File: config.mk
export PLATFORM = sky130hd
export DESIGN_NAME = transmitter
export DESIGN_NICKNAME = d
export VERILOG_FILES = /design/src/rtl/tx_pkg.sv /design/src/rtl/transmitter_nco.sv /design/src/rtl/transmitter.sv
export SDC_FILE = /design/constraint.sdc
export NUM_CORES = 1
export LEC_CHECK = 0
export ABC_AREA = 1
export ABC_CLOCK_PERIOD_IN_PS = 1600
export CORE_MARGIN = 4
export CORE_UTILIZATION = 59
export DETAILED_ROUTE_END_ITERATION = 6
export GPL_TIMING_DRIVEN = 0
export PLACE_DENSITY = 0.82
export SYNTH_ARGS = -nofsm -noshare
export SYNTH_HDL_FRONTEND = slang
export SYNTH_SLANG_ARGS = --single-unit
File: constraint.sdc
create_clock -name clk -period 1.6 [get_ports clk]
set_input_delay 0.24 -clock clk [delete_from_list [all_inputs] [get_ports clk]]
set_output_delay 0.24 -clock clk [all_outputs]
set_load 0.05 [all_outputs]
File: src/rtl/tx_pkg.sv
// Shared constants and sine table for the FSK test transmitter.
// The NCO and the bit-timing logic in the top both import this package.
package tx_pkg;

  localparam int ACC_W      = 16;
  localparam int LUT_AW     = 6;
  localparam int DAC_W      = 4;
  localparam int BIT_PERIOD = 128;
  localparam int CNT_W      = $clog2(BIT_PERIOD);

  localparam logic [ACC_W-1:0] STEP0     = 16'd1024;
  localparam logic [ACC_W-1:0] STEP1     = 16'd2048;
  localparam logic [6:0]       PRBS_SEED = 7'h7F;
  localparam logic [DAC_W-1:0] DAC_MID   = 4'd8;
  localparam logic [CNT_W-1:0] BIT_LAST  = CNT_W'(BIT_PERIOD - 1);

  // One full sine period, entry p = floor(7.5 + 7.5*sin(2*pi*p/64) + 0.5).
  // The table is not a clean quarter-wave mirror (entry 32 is 8, not 7),
  // so the full table is stored.
  localparam logic [DAC_W-1:0] SINE_LUT [64] = '{
    4'd8,  4'd8,  4'd9,  4'd10, 4'd10, 4'd11, 4'd12, 4'd12,
    4'd13, 4'd13, 4'd14, 4'd14, 4'd14, 4'd15, 4'd15, 4'd15,
    4'd15, 4'd15, 4'd15, 4'd15, 4'd14, 4'd14, 4'd14, 4'd13,
    4'd13, 4'd12, 4'd12, 4'd11, 4'd10, 4'd10, 4'd9,  4'd8,
    4'd8,  4'd7,  4'd6,  4'd5,  4'd5,  4'd4,  4'd3,  4'd3,
    4'd2,  4'd2,  4'd1,  4'd1,  4'd1,  4'd0,  4'd0,  4'd0,
    4'd0,  4'd0,  4'd0,  4'd0,  4'd1,  4'd1,  4'd1,  4'd2,
    4'd2,  4'd3,  4'd3,  4'd4,  4'd5,  4'd5,  4'd6,  4'd7
  };

  function automatic logic [DAC_W-1:0] sine_lut(input logic [LUT_AW-1:0] addr);
    return SINE_LUT[addr];
  endfunction

endpackage

File: src/rtl/transmitter_nco.sv
// Phase-continuous NCO: free-running phase accumulator, sine lookup and a
// single output register that drives the DAC code.
module nco
  import tx_pkg::*;
(
  input  logic             clk,
  input  logic             reset,
  input  logic [ACC_W-1:0] step,
  output logic [DAC_W-1:0] dac
);

  logic [ACC_W-1:0] acc_q, acc_d;
  logic [DAC_W-1:0] dac_q, dac_d;

  // The table is addressed with the pre-update phase, so dac lags acc by
  // exactly one register stage. The accumulator wraps naturally.
  always_comb begin
    acc_d = acc_q + step;
    dac_d = sine_lut(acc_q[ACC_W-1 -: LUT_AW]);
  end

  // NOTE: state updates use non-blocking assignments so every flop samples
  // the values from before this edge, independent of statement order.
  always_ff @(posedge clk or negedge reset) begin
    if (!reset) begin
      acc_q <= '0;
      dac_q <= DAC_MID;
    end else begin
      acc_q <= acc_d;
      dac_q <= dac_d;
    end
  end

  assign dac = dac_q;

endmodule

File: src/rtl/transmitter.sv
// FSK test transmitter: PRBS-7 data bits pick one of two NCO tuning words,
// one bit every BIT_PERIOD clocks.
module transmitter
  import tx_pkg::*;
(
  input  logic             clk,
  input  logic             reset,
  output logic [DAC_W-1:0] dac
);

  logic [CNT_W-1:0] bit_cnt_q, bit_cnt_d;
  logic [6:0]       lfsr_q, lfsr_d;
  logic [ACC_W-1:0] step;
  logic             data_bit;

  assign data_bit = lfsr_q[6];
  assign step     = data_bit ? STEP1 : STEP0;

  // NOTE: every signal assigned here gets a default first, so no path
  // through the block leaves a value held (which would infer a latch).
  always_comb begin
    bit_cnt_d = bit_cnt_q + 1'b1;
    lfsr_d    = lfsr_q;
    if (bit_cnt_q == BIT_LAST) begin
      bit_cnt_d = '0;
      // x^7 + x^6 + 1, maximal length (127 bits)
      lfsr_d    = {lfsr_q[5:0], lfsr_q[6] ^ lfsr_q[5]};
    end
  end

  always_ff @(posedge clk or negedge reset) begin
    if (!reset) begin
      bit_cnt_q <= '0;
      lfsr_q    <= PRBS_SEED;
    end else begin
      bit_cnt_q <= bit_cnt_d;
      lfsr_q    <= lfsr_d;
    end
  end

  nco u_nco (
    .clk   (clk),
    .reset (reset),
    .step  (step),
    .dac   (dac)
  );

endmodule

* Word level (Yosys, flattened, before mapping)
Memories as Yosys holds them, arrays and structs flattened. A register that Yosys moved wholly into a read port is not among the register bits.
Index checks and enable logic that the tools add are counted.
** Word-level totals
- Flip-flop bits (word level) :: 30
- Memory bits (read-only) :: 256
- Input bits :: 2
- Word-level logic and storage cells :: 12
- Memories kept :: 1
** Operators by class
- Add/subtract/negate cells :: 2
- Eq/ne operators :: 1
- Multiplexer cells :: 2
- Bitwise gates (word level) :: 2
- Reduce and logical (&&, ||, !) cells :: 1
** Memory list
- (name not given) :: words 64, width 4, rd ports 1, clocked after memory_dff 1, write ports 0, line tx_pkg.sv:32 : return SINE_LUT[addr];
** Operators by type and width (count)
- $add 16x12->16 :: 1
- $mux 12 :: 1
- $add 7x1->7 const B :: 1
- $eq 7x7->1 const B :: 1
- $mux 7 :: 1
- $not 6->7 :: 1
- $logic_not 1->1 :: 1
- $xor 1x1->1 :: 1

* Depth between registers and ports, before layout
Gate-level depths: netlist (run 1).
- Depth in word-level cells :: 2
- Mapped depth :: 9
- Mapped depth without buffers :: 9

* Cells and area by module
Synthesis (run 1) repeated with hierarchy kept, for this count alone.
** Second synthesis, totals
- Cell total of the unflattened synthesis :: 337
- Area total of the unflattened synthesis :: 2449.8 um^2
** By module, submodules not included
- nco :: times used 1, cells each 262, area an instance 1796.7 um^2, seq. area each 501.7 um^2
- transmitter :: times used 1, cells each 75, area an instance 653.1 um^2, seq. area each 359.1 um^2

* Least setup slack after synthesis (run 1)
No wires, ideal clock.
- Path kind :: reg-to-reg
- From :: register lfsr_q[6]
- To :: register u_nco.acc_q[14]
- Arrival time :: 1.409 ns
- Data required time :: 1.520 ns
- Path slack :: 0.111 ns
- Stages on the path, launching flop included :: 6
- Buffers on the path :: 0
- Clock period less this slack :: 1.489 ns
- Cells stage by stage :: dfstp_2 -> inv_1 -> ha_1 -> fa_1 -> nand2_1 -> xnor2_1
** On the way
- Word-level cells in the longest chain between the ends :: 2
** Ends and longest elaborated chain
- start, declared :: line transmitter.sv:12 : logic [6:0] lfsr_q, lfsr_d;
- start signal, assigned :: line transmitter.sv:37 : lfsr_q <= lfsr_d;
- $mux 12 :: line transmitter.sv:17 : assign step = data_bit ? STEP1 : STEP0;
- $add 16x12->16 :: line transmitter_nco.sv:18 : acc_d = acc_q + step;
- net u_nco.acc_d[14] :: line transmitter_nco.sv:12 : logic [ACC_W-1:0] acc_q, acc_d;
- end signal, assigned :: line transmitter_nco.sv:26 : acc_q <= '0;
- end signal, assigned :: line transmitter_nco.sv:29 : acc_q <= acc_d;
- end, declared :: line transmitter_nco.sv:12
The timed path passes the listed nets, and every way through them passes these cells.
A chain may end at the register's enable or synchronous reset.

* Final worst setup path (run 1)
Same ends and word-level chain as after synthesis.

==> impl_results.rst, run 1 <==
.. list-table::
   :header-rows: 1

   * - Metric
     - Value
   * - Peak Freq
     - 663 MHz
   * - CTS tree
     - built
   * - Initial detailed-routing violation count
     - 52
   * - Standard cell core area
     - 0.00225 mm^2
   * - Setup repair after global routing missed its margin
     - false
   * - Mean instance size in the synthesized netlist
     - 8.73 um^2
   * - Endpoint of the worst register-to-register path
     - u_nco.acc_q[14]
   * - Required time of the worst setup path
     - 1850 ps
   * - Endpoint type of the worst setup path
     - flop
   * - Power density relative to cell area
     - 674 mW/mm^2
   * - Cells after DPL
     - 195
   * - Residual DRC count
     - 0
   * - Total nets after synthesis
     - 176
   * - Share of layout cells above drive strength 1
     - 23.3%
   * - Ports
     - 6
   * - Half-perimeter wire length after detailed placement
     - 1760 um
   * - Clk Latency, worst-skew pair
     - 320 ps
   * - Cell breakdown of the critical path
     - inv_1 > ha_1 > fa_1 > nand2_1 > xnor2_1
   * - Overall overflow remaining after global route
     - 0
   * - Detail Route Antenna Nets
     - 0
   * - Arrival @ worst endpoint
     - 1760 ps
   * - Synth Register Bits
     - 24
   * - Drt via density
     - 5.27
   * - Length of the first detailed-routing pass in iterations
     - 6
   * - Leakage Power
     - 0.810 nW
   * - Final setup viols
     - 0
   * - Delay contributed by the slowest stage of the critical path
     - 560 ps
   * - # fillers
     - 194
   * - Number of buffer cells added on primary ports
     - 5
   * - Top cells by area in the synthesized netlist
     - sky130_fd_sc_hd__dfrtp_1 (28%), sky130_fd_sc_hd__dfstp_2 (15%), sky130_fd_sc_hd__nand2_1 (11%)
   * - Number of maximum-capacitance constraint violations
     - 0
   * - Worst Path Max Fanout
     - 2
   * - Last weighted congestion value of the routability-driven placer
     - 0.863
   * - Overall power consumption
     - 0.00107 W
   * - Total number of vias
     - 1076
   * - Root Driver
     - sky130_fd_sc_hd__clkbuf_4
   * - Average detailed-routed wire length per instance
     - 12.3 um
   * - Commonest cells after routing, fill and taps aside
     - sky130_fd_sc_hd__nand2_1 (40), sky130_fd_sc_hd__inv_1 (18), sky130_fd_sc_hd__dfrtp_1 (14), sky130_fd_sc_hd__nor2_1 (12)
   * - Proportion of synthesized chip area in sequential cells
     - 43.2%
   * - Path type of the worst min-delay path
     - input port to asynchronous set/reset pin
   * - Number of standard-cell rows in the floorplan
     - 17
   * - Reg-to-reg startpoint
     - lfsr_q[6]
   * - Final number of hold-violating endpoints
     - 0
   * - Maximum number of pins on one net before global-route repair
     - 25
   * - Clock buffer count from CTS
     - 3
   * - Htree depth
     - 1
   * - Count of distinct cell types in the synthesized netlist
     - 26
   * - Buf/Inv on CP
     - 1
   * - Worst supply voltage drop on vdd
     - 435 uV
   * - Cell with the biggest individual delay on the critical path
     - sky130_fd_sc_hd__dfstp_2
   * - Kind of launch point of the worst setup path
     - flop
   * - Path depth of the worst reg2reg path
     - 5
   * - Synthesized cell area
     - 0.00141 mm^2
   * - Clk sinks
     - 24
   * - Clock input transition at the sequential cells of the worst setup and hold paths
     - 140 ps
   * - Fraction of synthesized cell area taken by the top area cell type
     - 28.3%
   * - Synth warn
     - 0
   * - Footprint of the multi-input gates
     - 683 um^2
   * - Ant. Diodes
     - 0
   * - Instance count of the mapped netlist
     - 162
   * - Wire length of the first global-routing pass
     - 4530 um
   * - Worst path top cell family by delay
     - adder cells
   * - Outcome
     - completed
   * - Minimum setup slack among reg-to-reg paths
     - 90 ps
   * - Most common cell after layout, fill and taps aside
     - sky130_fd_sc_hd__nand2_1
   * - Final #Nets
     - 191
   * - Min cycle time layout
     - 1510 ps
   * - Sequential cell area
     - 613 um^2
   * - Relative max-transition margin
     - 32.3%
   * - Final worst path period share
     - 94.3%
   * - Crit Path Class
     - flop to flop
   * - Clock tree skew after final layout
     - 6.49 ps
   * - Cell Count, Final, Fillers Out
     - 204
   * - Layout overhead on the synthesized area
     - 11.9%
   * - DIE HEIGHT
     - 57.0 um
   * - CTS Hold Buffers Added
     - 0
   * - Via count of the first global-routing pass
     - 1028
   * - Area enclosed by the die boundary
     - 0.00324 mm^2
   * - GRT Resource Usage Total
     - 17.4%
   * - Slew at the pin closest to its max-slew limit
     - 1010 ps
   * - Slew Limit Fails
     - 0
   * - Initial Utilization
     - 62.7%
   * - Final WL
     - 2510 um
   * - Cell type contributing the most total cell area after synthesis
     - sky130_fd_sc_hd__dfrtp_1
   * - Die span in x
     - 57.0 um
   * - Max Buffers Root-to-Sink
     - 2
   * - Antenna violations before repair
     - 0
cell type report:
type	count	share of cell area (%)
buffer	4	2.37
clock buffer	3	1.42
clock inverter	1	1.90
inverter	22	5.22
multi-input combinational	112	43.2
sequential	24	38.7
tap	28	2.21
timing repair buffer	10	4.98
power by group:
group / switching (W) / total, W / leakage [nW] / internal, W
Sequential: 0 / 0.000608 / 0.275 / 0.000608
Clock: 0.000193 / 0.000447 / 0.0279 / 0.000253
Combinational: 0.0000107 / 0.0000129 / 0.507 / 0.00000214
flip-flops by register name, indices dropped and copies added, names as in the netlist:
register	flops
lfsr_q	7
u_nco.acc_q	6
u_nco.dac	4
bit_cnt_q	7
cell families after synthesis:
logic type / count (synthesis) / share of synthesized area [%]
adder cells (fa/ha/maj): 12 / 11.2
buffers and inverters: 26 / 8.49
flip-flops: 24 / 43.2
AND/OR/NAND/NOR: 77 / 26.4
AO/OA/AOI/OAI: 16 / 6.46
XOR/XNOR: 7 / 4.34
layer usage:
| layer | up-vias | GRT usage (%) | routed length [um] |
|---|---|---|---|
| met1 | 493 | 24.7 | 1180 |
| met4 | 0 | 5.63 | 42 |
| met5 | - | 0 | 0 |
| met2 | 38 | 27.2 | 1120 |
| li1 | 537 | - | - |
| met3 | 8 | 2.94 | 169 |
worst register-to-register path: cells and delay by family, from the launching register on:
kind | cells | cell delay [ps]
DFF | 1 | 560
buffers and inverters | 1 | 40
adders and majority gates | 2 | 630
and+or+nand+nor | 1 | 100
xor gates and xnor gates | 1 | 110
stage by stage:
| step | area, um^2 | util (%) | TNS [ps] | setup slack, ps | hold slack, ps |
|---|---|---|---|---|---|
| finish | 1580 | 70.2 | 0 | 91.2 | 459 |
| CTS | 1560 | 69.0 | 0 | 13.1 | 469 |
| detailed placement | 1500 | 66.5 | -3.63 | -3.63 | 451 |
| floorplan | 1410 | - | 0 | 111 | -55.6 |
| global placement | 1500 | 66.5 | 0 | 42.6 | 448 |
| global route | 1580 | 70.2 | 0 | 22.8 | 500 |
Yosys cell counts:
library cell,count
sky130_fd_sc_hd__dfstp_2,8
sky130_fd_sc_hd__xor2_1,5
sky130_fd_sc_hd__or2_1,1
sky130_fd_sc_hd__a21oi_2,1
sky130_fd_sc_hd__a21oi_1,4
sky130_fd_sc_hd__nand3_4,1
sky130_fd_sc_hd__ha_1,11
sky130_fd_sc_hd__fa_1,1
sky130_fd_sc_hd__nand2_2,1
sky130_fd_sc_hd__inv_1,18
sky130_fd_sc_hd__o21ai_1,4
sky130_fd_sc_hd__nor2_1,12
sky130_fd_sc_hd__nor2_2,3
sky130_fd_sc_hd__o21ai_0,5
sky130_fd_sc_hd__inv_2,3
sky130_fd_sc_hd__nand3_1,11
sky130_fd_sc_hd__buf_6,2
sky130_fd_sc_hd__nand4_1,2
sky130_fd_sc_hd__buf_4,2
sky130_fd_sc_hd__clkinv_1,1
sky130_fd_sc_hd__nand2_1,40
sky130_fd_sc_hd__xnor2_1,2
sky130_fd_sc_hd__o21ai_2,2
sky130_fd_sc_hd__nand3_2,5
sky130_fd_sc_hd__dfrtp_1,16
sky130_fd_sc_hd__nor2_4,1
repair_timing:
action,CTS,global route
setup endpoints to repair,6,3
gates resized for setup,6,2
hold endpoints to repair,0,0
pin swaps,0,0
setup buffers,1,4
worst max-delay path by stage:
stage,start,to,slack [ps],cells past startpoint
detailed placement,u_nco.acc_q[11],u_nco.dac[0],-4,8
global route,lfsr_q[6],u_nco.acc_q[14],20,5
finish,lfsr_q[6],u_nco.acc_q[14],90,5
global placement,lfsr_q[6],u_nco.acc_q[14],40,5
CTS,u_nco.dac[3],dac[3],10,1
floorplan,lfsr_q[6],u_nco.acc_q[14],110,5
(Power assumes the default switching activity.)
==> inputs of run 2 (changes only) <==
--- a/config.mk
+++ b/config.mk
@@ -8,10 +8,11 @@
 export ABC_AREA = 1
 export ABC_CLOCK_PERIOD_IN_PS = 1600
 export CORE_MARGIN = 4
-export CORE_UTILIZATION = 59
+export CORE_UTILIZATION = 43
+export CTS_CLUSTER_SIZE = 8
 export DETAILED_ROUTE_END_ITERATION = 6
 export GPL_TIMING_DRIVEN = 0
-export PLACE_DENSITY = 0.82
+export PLACE_DENSITY = 0.64
 export SYNTH_ARGS = -nofsm -noshare
 export SYNTH_HDL_FRONTEND = slang
 export SYNTH_SLANG_ARGS = --single-unit
==> constraint.sdc (replaced) <==
create_clock -name clk -period 1.6 [get_ports clk]
set_input_delay 0.24 -clock clk [delete_from_list [all_inputs] [get_ports clk]]
set_output_delay 0.24 -clock clk [all_outputs]
set_load 0.02 [all_outputs]
==> run 2 against run 1 <==
  * Sequential power hardly changed
  * Critical path type unchanged
  * Sequential share of layout area decreased by 0.21 points
  * Design area rose by 0.55%
  * Fmax hardly changed
==> impl_results.rst, run 2 (synthesized netlist as in run 1, its figures left out) <==
.. list-table::
   :header-rows: 1

   * - Metric
     - Value
   * - Reg-to-reg startpoint
     - lfsr_q[6] (unchanged)
   * - Final worst path period share
     - 94.3% (about the same)
   * - Ant. Diodes
     - 0 (unchanged)
   * - Most common cell after layout, fill and taps aside
     - sky130_fd_sc_hd__nand2_1 (unchanged)
   * - CTS Hold Buffers Added
     - 0 (unchanged)
   * - Peak Freq
     - 662 MHz (was 663 MHz)
   * - Initial detailed-routing violation count
     - 46 (was 52)
   * - Final WL
     - 2430 um (was 2510 um)
   * - Kind of launch point of the worst setup path
     - flop (unchanged)
   * - Standard cell core area
     - 0.00310 mm^2 (was 0.00225 mm^2)
   * - Residual DRC count
     - 0 (unchanged)
   * - Outcome
     - completed (unchanged)
   * - CTS tree
     - built (unchanged)
   * - Overall overflow remaining after global route
     - 0 (unchanged)
   * - Total number of vias
     - 1049 (was 1076)
   * - Final #Nets
     - 192 (was 191)
   * - Antenna violations before repair
     - 0 (unchanged)
   * - Startpoint of the most critical hold path
     - lfsr_q[3]
   * - Number of standard-cell rows in the floorplan
     - 20 (was 17)
   * - Min cycle time layout
     - 1510 ps (about the same)
   * - Root Driver
     - sky130_fd_sc_hd__clkbuf_4 (unchanged)
   * - Die span in x
     - 65.3 um (was 57.0 um)
   * - Placement-stage worst setup slack
     - -4.50 ps (was -3.63 ps)
   * - Critical Path Start
     - lfsr_q[6] (unchanged)
   * - Clock input transition at the sequential cells of the worst setup and hold paths
     - 120 ps (was 140 ps)
   * - Average detailed-routed wire length per instance
     - 11.0 um (was 12.3 um)
   * - Required time of the worst setup path
     - 1830 ps (was 1850 ps)
   * - Half-perimeter wire length after detailed placement
     - 1770 um (was 1760 um)
   * - Worst supply voltage drop on vdd
     - 292 uV (was 435 uV)
   * - Cell Count, Final, Fillers Out
     - 221 (was 204)
   * - Crit Path Class
     - flop to flop (unchanged)
   * - Wire length of the first global-routing pass
     - 4550 um (was 4530 um)
   * - Delay contributed by the slowest stage of the critical path
     - 550 ps (was 560 ps)
   * - Via count of the first global-routing pass
     - 1062 (was 1028)
   * - Worst Hold Endpoint
     - lfsr_q[3]
   * - Commonest cells after routing, fill and taps aside
     - sky130_fd_sc_hd__nand2_1 (40), sky130_fd_sc_hd__inv_1 (16), sky130_fd_sc_hd__dfrtp_1 (14), sky130_fd_sc_hd__nor2_1 (12) (was sky130_fd_sc_hd__nand2_1 (40), sky130_fd_sc_hd__inv_1 (18), sky130_fd_sc_hd__dfrtp_1 (14), sky130_fd_sc_hd__nor2_1 (12))
   * - Endpoint type of the worst setup path
     - flop (unchanged)
   * - Number of buffer cells added on primary ports
     - 5 (unchanged)
   * - Maximum number of pins on one net before global-route repair
     - 25 (unchanged)
   * - Minimum setup slack among reg-to-reg paths
     - 90 ps (about the same)
   * - Ports
     - 6 (unchanged)
   * - Cells after DPL
     - 211 (was 195)
   * - Clk Latency, worst-skew pair
     - 300 ps (was 320 ps)
   * - Number of maximum-capacitance constraint violations
     - 0 (unchanged)
   * - Depth of the worst hold-timing path
     - 2
   * - Final setup viols
     - 0 (unchanged)
   * - Area enclosed by the die boundary
     - 0.00427 mm^2 (was 0.00324 mm^2)
   * - Max Buffers Root-to-Sink
     - 2 (unchanged)
   * - Clk sinks
     - 24 (unchanged)
   * - Cell breakdown of the critical path
     - inv_1 > ha_1 > fa_1 > nand2_1 > xnor2_1 (unchanged)
   * - Least setup slack across all paths after layout
     - 90.5 ps (was 91.2 ps)
   * - Drt via density
     - 4.75 (was 5.27)
   * - Share of layout cells above drive strength 1
     - 23.7% (was 23.3%)
   * - Last weighted congestion value of the routability-driven placer
     - 0.808 (was 0.863)
   * - DIE HEIGHT
     - 65.3 um (was 57.0 um)
   * - Endpoint of the worst register-to-register path
     - u_nco.acc_q[14] (unchanged)
   * - Initial Utilization
     - 45.6% (was 62.7%)
   * - Clock buffer count from CTS
     - 3 (unchanged)
   * - Slew at the pin closest to its max-slew limit
     - 1050 ps (was 1010 ps)
   * - Cell with the biggest individual delay on the critical path
     - sky130_fd_sc_hd__dfstp_2 (unchanged)
   * - # fillers
     - 307 (was 194)
   * - Layout overhead on the synthesized area
     - 12.6% (was 11.9%)
   * - Largest registers ranked by flip-flop count
     - bit_cnt_q x7, lfsr_q x7, u_nco.acc_q x6 (unchanged)
   * - Length of the first detailed-routing pass in iterations
     - 4 (was 6)
   * - Power density relative to cell area
     - 555 mW/mm^2 (was 674 mW/mm^2)
   * - Leakage Power
     - 0.789 nW (was 0.810 nW)
   * - Final number of hold-violating endpoints
     - 0 (unchanged)
   * - Path depth of the worst reg2reg path
     - 5 (unchanged)
   * - Relative max-transition margin
     - 30.0% (was 32.3%)
   * - GRT Resource Usage Total
     - 13.3% (was 17.4%)
   * - Setup repair after global routing missed its margin
     - false (unchanged)
   * - Path type of the worst min-delay path
     - flop to flop (was input port to asynchronous set/reset pin)
   * - Worst Path Max Fanout
     - 2 (unchanged)
   * - Slew Limit Fails
     - 0 (unchanged)
   * - Htree depth
     - 1 (unchanged)
   * - Arrival @ worst endpoint
     - 1740 ps (was 1760 ps)
   * - Detail Route Antenna Nets
     - 0 (unchanged)
   * - Clock tree skew after final layout
     - 2.69 ps (was 6.49 ps)
[run 2: cell count changes in the layout (fill, tap and decap cells not counted)]
cell                              change
sky130_fd_sc_hd__bufinv_16            -1
sky130_fd_sc_hd__inv_1                -2
sky130_fd_sc_hd__buf_4                +1
sky130_fd_sc_hd__clkbuf_2             -1
sky130_fd_sc_hd__clkbuf_1             +1
sky130_fd_sc_hd__dlygate4sd2_1        -2
sky130_fd_sc_hd__inv_2                +2
sky130_fd_sc_hd__clkdlybuf4s50_1      +3
[run 2: critical path, delay by kind of cell, from the launching register on]
kind	cells	cell delay, ps
adders and majority gates	2	640
buffers and inverters	1	40
DFF	1	550
and+or+nand+nor	1	100
xor gates and xnor gates	1	110
[run 2: repair_timing]
item	in CTS	in global routing
setup buffers	1	5
gates resized for setup	2	3
endpoints found under the setup margin	3	1
[run 2: how the worst max path moves through the flow]
stage,end,cells after the start
2_1_floorplan,u_nco.acc_q[14],5
3_3_place_gp,u_nco.acc_q[14],5
3_5_place_dp,u_nco.dac[0],8
4_1_cts,dac[1],1
5_1_grt,u_nco.acc_q[14],5
6_report,u_nco.acc_q[14],5
[run 2: per-stage QoR]
step / TNS, ps / instance area (um^2) / total power, W / util [%] / hold slack [ps]
4_1_cts: 0 / 1550 / 0.000902 / 50.0 / 479
3_5_place_dp: -4.50 / 1520 / 0.000633 / 49.0 / 458
5_1_grt: 0 / 1590 / 0.000936 / 51.3 / 490
2_1_floorplan: 0 / 1410 / 0.000618 / - / -55.6
6_report: 0 / 1590 / 0.000883 / 51.3 / 477
3_3_place_gp: 0 / 1520 / 0.000632 / 49.0 / 452
[run 2: layout make-up]
type,instances,area [um^2],area share (%)
Inverter,22,82.6,5.19
Sequential cell,24,613,38.5
Timing Repair Buffer,11,93.8,5.90
Tap cell,44,55.1,3.46
Buffer,4,37.5,2.36
Multi-Input combinational cell,112,683,42.9
Clock buffer,4,26.3,1.65
[run 2: layer usage]
metal / wire length, um / part of all wire [%] / up-vias / track usage [%]
met2: 1170 / 48 / 8 / 22.9
met3: 61 / 2.5 / 2 / 2.74
li1: - / - / 534 / -
met5: 0 / 0 / - / 0
met1: 1180 / 48 / 505 / 16.8
met4: 20 / 0.82 / 0 / 3.89
[run 2: power by group]
group / switching [W] / internal [W] / total, W
sequential: 0 / 0.000608 / 0.000608
combinational: 0.0000111 / 0.00000214 / 0.0000133
clock: 0.000165 / 0.0000970 / 0.000262
total: 0.000177 / 0.000707 / 0.000883
==> inputs of run 3 (changes only) <==
--- a/config.mk
+++ b/config.mk
@@ -8,11 +8,11 @@
 export ABC_AREA = 1
 export ABC_CLOCK_PERIOD_IN_PS = 1600
 export CORE_MARGIN = 4
-export CORE_UTILIZATION = 43
+export CORE_UTILIZATION = 30
 export CTS_CLUSTER_SIZE = 8
 export DETAILED_ROUTE_END_ITERATION = 6
 export GPL_TIMING_DRIVEN = 0
-export PLACE_DENSITY = 0.64
+export PLACE_DENSITY = 0.49
 export SYNTH_ARGS = -nofsm -noshare
 export SYNTH_HDL_FRONTEND = slang
 export SYNTH_SLANG_ARGS = --single-unit
==> run 3 against run 2 <==
  * Total power increased by 29%
  * Design area increased by 2.7%
  * Worst hold slack got worse by 10 ps
  * Highest routed layer unchanged
  * Critical endpoint unchanged
==> impl_results.rst, run 3 (synthesized netlist as in run 1, its figures left out) <==
.. list-table::
   :header-rows: 1

   * - Metric
     - Value
   * - Relative max-transition margin
     - 29.7% (was 30.0%)
   * - Kind of launch point of the worst setup path
     - flop (unchanged)
   * - Path type of the worst min-delay path
     - flop to flop (unchanged)
   * - Detail Route Antenna Nets
     - 0 (unchanged)
   * - # fillers
     - 461 (was 307)
   * - Ports
     - 6 (unchanged)
   * - Clock buffer count from CTS
     - 3 (unchanged)
   * - Clock input transition at the sequential cells of the worst setup and hold paths
     - 90 ps (was 120 ps)
   * - DIE HEIGHT
     - 76.7 um (was 65.3 um)
   * - Length of the first detailed-routing pass in iterations
     - 4 (unchanged)
   * - Worst Path Max Fanout
     - 5 (was 2)
   * - Root Driver
     - sky130_fd_sc_hd__clkbuf_8 (was sky130_fd_sc_hd__clkbuf_4)
   * - Htree depth
     - 1 (unchanged)
   * - Clk Latency, worst-skew pair
     - 270 ps (was 300 ps)
   * - Max layer used
     - met4 (unchanged)
   * - Most common cell after layout, fill and taps aside
     - sky130_fd_sc_hd__nand2_1 (unchanged)
   * - Peak Freq
     - 668 MHz (was 662 MHz)
   * - Residual DRC count
     - 0 (unchanged)
   * - Endpoint type of the worst setup path
     - flop (unchanged)
   * - Final setup viols
     - 0 (unchanged)
   * - Clock tree skew after final layout
     - 11.4 ps (was 2.69 ps)
   * - Total number of vias
     - 1032 (was 1049)
   * - Standard cell core area
     - 0.00444 mm^2 (was 0.00310 mm^2)
   * - Average detailed-routed wire length per instance
     - 11.5 um (was 11.0 um)
   * - Initial Utilization
     - 31.8% (was 45.6%)
   * - Final #Nets
     - 190 (was 192)
   * - Half-perimeter wire length after detailed placement
     - 1940 um (was 1770 um)
   * - Clk sinks
     - 24 (unchanged)
   * - Crit Path Class
     - flop to flop (unchanged)
   * - Area enclosed by the die boundary
     - 0.00588 mm^2 (was 0.00427 mm^2)
   * - Wire length on met1
     - 1220 um (was 1180 um)
   * - Antenna violations before repair
     - 0 (unchanged)
   * - Initial detailed-routing violation count
     - 78 (was 46)
   * - Last weighted congestion value of the routability-driven placer
     - 0.873 (was 0.808)
   * - Largest registers ranked by flip-flop count
     - bit_cnt_q x7, lfsr_q x7, u_nco.acc_q x6 (unchanged)
   * - Worst hold margin
     - 467 ps (was 477 ps)
   * - Min cycle time layout
     - 1500 ps (was 1510 ps)
   * - Wire length on met2
     - 1310 um (was 1170 um)
   * - Setup repair after global routing missed its margin
     - false (unchanged)
   * - Layout overhead on the synthesized area
     - 15.6% (was 12.6%)
   * - CTS Hold Buffers Added
     - 0 (unchanged)
   * - Wire length of the first global-routing pass
     - 4710 um (was 4550 um)
   * - Worst supply voltage drop on vdd
     - 277 uV (was 292 uV)
   * - GRT Resource Usage Total
     - 9.93% (was 13.3%)
   * - Slew Limit Fails
     - 0 (unchanged)
   * - Final worst path period share
     - 93.5% (was 94.3%)
   * - Final WL
     - 2600 um (was 2430 um)
   * - CTS tree
     - built (unchanged)
   * - Number of buffer cells added on primary ports
     - 5 (unchanged)
   * - Via count of the first global-routing pass
     - 1122 (was 1062)
   * - Maximum number of pins on one net before global-route repair
     - 25 (unchanged)
   * - Overall overflow remaining after global route
     - 0 (unchanged)
   * - Die span in x
     - 76.7 um (was 65.3 um)
   * - Max Buffers Root-to-Sink
     - 2 (unchanged)
   * - Met3 WL post-DR
     - 46 um (was 61 um)
   * - Power density relative to cell area
     - 700 mW/mm^2 (was 555 mW/mm^2)
   * - Drt via density
     - 4.55 (was 4.75)
   * - Final number of hold-violating endpoints
     - 0 (unchanged)
   * - Leakage Power
     - 0.801 nW (was 0.789 nW)
   * - Slew at the pin closest to its max-slew limit
     - 1050 ps (about the same)
   * - Ant. Diodes
     - 0 (unchanged)
   * - Commonest cells after routing, fill and taps aside
     - sky130_fd_sc_hd__nand2_1 (40), sky130_fd_sc_hd__inv_1 (18), sky130_fd_sc_hd__dfrtp_1 (14), sky130_fd_sc_hd__nor2_1 (12) (was sky130_fd_sc_hd__nand2_1 (40), sky130_fd_sc_hd__inv_1 (16), sky130_fd_sc_hd__dfrtp_1 (14), sky130_fd_sc_hd__nor2_1 (12))
   * - Required time of the worst setup path
     - 1800 ps (was 1830 ps)
   * - Arrival @ worst endpoint
     - 1690 ps (was 1740 ps)
   * - Outcome
     - completed (unchanged)
   * - Setup TNS Final
     - 0 ps (unchanged)
   * - Share of layout cells above drive strength 1
     - 22.9% (was 23.7%)
   * - Number of standard-cell rows in the floorplan
     - 24 (was 20)
   * - Number of maximum-capacitance constraint violations
     - 0 (unchanged)
[run 3: cell types whose count changed in the layout (fill, tap and decap cells not counted)]
cell	change
sky130_fd_sc_hd__clkbuf_4	-3
sky130_fd_sc_hd__clkbuf_8	+3
sky130_fd_sc_hd__buf_4	-2
sky130_fd_sc_hd__inv_1	+2
sky130_fd_sc_hd__inv_2	-2
sky130_fd_sc_hd__bufinv_16	+1
sky130_fd_sc_hd__clkbuf_1	-1
sky130_fd_sc_hd__fa_1	-1
sky130_fd_sc_hd__fa_2	+1
[run 3: routing by layer]
metal / up-vias / GRT usage (%)
li1: 535 / -
met1: 481 / 12.2
met2: 14 / 16.3
met3: 2 / 1.05
met4: 0 / 6.88
met5: - / 0
[run 3: area by class of cell]
type / count / area (um^2) / area share (%)
plain buffers: 4 / 37.5 / 2.30
clock buffers: 3 / 41.3 / 2.53
clock inverters: 1 / 30.0 / 1.84
inverters: 22 / 82.6 / 5.05
multi-input cells: 112 / 686 / 42.0
flip-flops and latches: 24 / 613 / 37.5
well taps: 52 / 65.1 / 3.98
repair buffers: 9 / 78.8 / 4.82
[run 3: repair_timing]
action / 4_1_cts / 5_1_grt
pin swaps: 0 / 0
gates resized for setup: 2 / 2
endpoints found under the setup margin: 3 / 4
buffers inserted: 0 / 4
[run 3: critical path, cell delays in order (launching register included)]
cell	delay, ps
sky130_fd_sc_hd__dfstp_2	580
sky130_fd_sc_hd__inv_1	50
sky130_fd_sc_hd__ha_1	230
sky130_fd_sc_hd__fa_2	360
sky130_fd_sc_hd__nand2_1	90
sky130_fd_sc_hd__xnor2_1	110
[run 3: worst paths after layout]
kind	startpoint	endpoint	slack, ps	cells after the start
setup / recovery	lfsr_q[6]	u_nco.acc_q[14]	100	5
hold / removal	lfsr_q[0]	lfsr_q[1]	470	2
setup reg to reg	lfsr_q[6]	u_nco.acc_q[14]	100	5
hold reg to reg	lfsr_q[0]	lfsr_q[1]	470	2
max in group asynchronous	reset	u_nco.acc_q[10]	360	1
min in group asynchronous	reset	u_nco.acc_q[14]	540	1
[run 3: per-stage QoR]
stage / setup WS (ps) / power (W) / std cells / instance area [um^2] / util, %
after CTS: 5.21 / 0.00116 / 223 / 1600 / 36.0
after global routing: 14.4 / 0.00120 / 227 / 1630 / 36.8
after detailed placement: -36.6 / 0.000633 / 219 / 1530 / 34.4
after global placement: 22.7 / 0.000632 / 219 / 1530 / 34.4
after floorplan: 111 / 0.000618 / 162 / 1410 / -
final: 104 / 0.00114 / 227 / 1630 / 36.8
[run 3: power breakdown]
group | switching (W) | total (W) | internal, W
combinational | 0.0000112 | 0.0000133 | 0.00000214
sequential | 0 | 0.000607 | 0.000607
clock | 0.000189 | 0.000523 | 0.000334
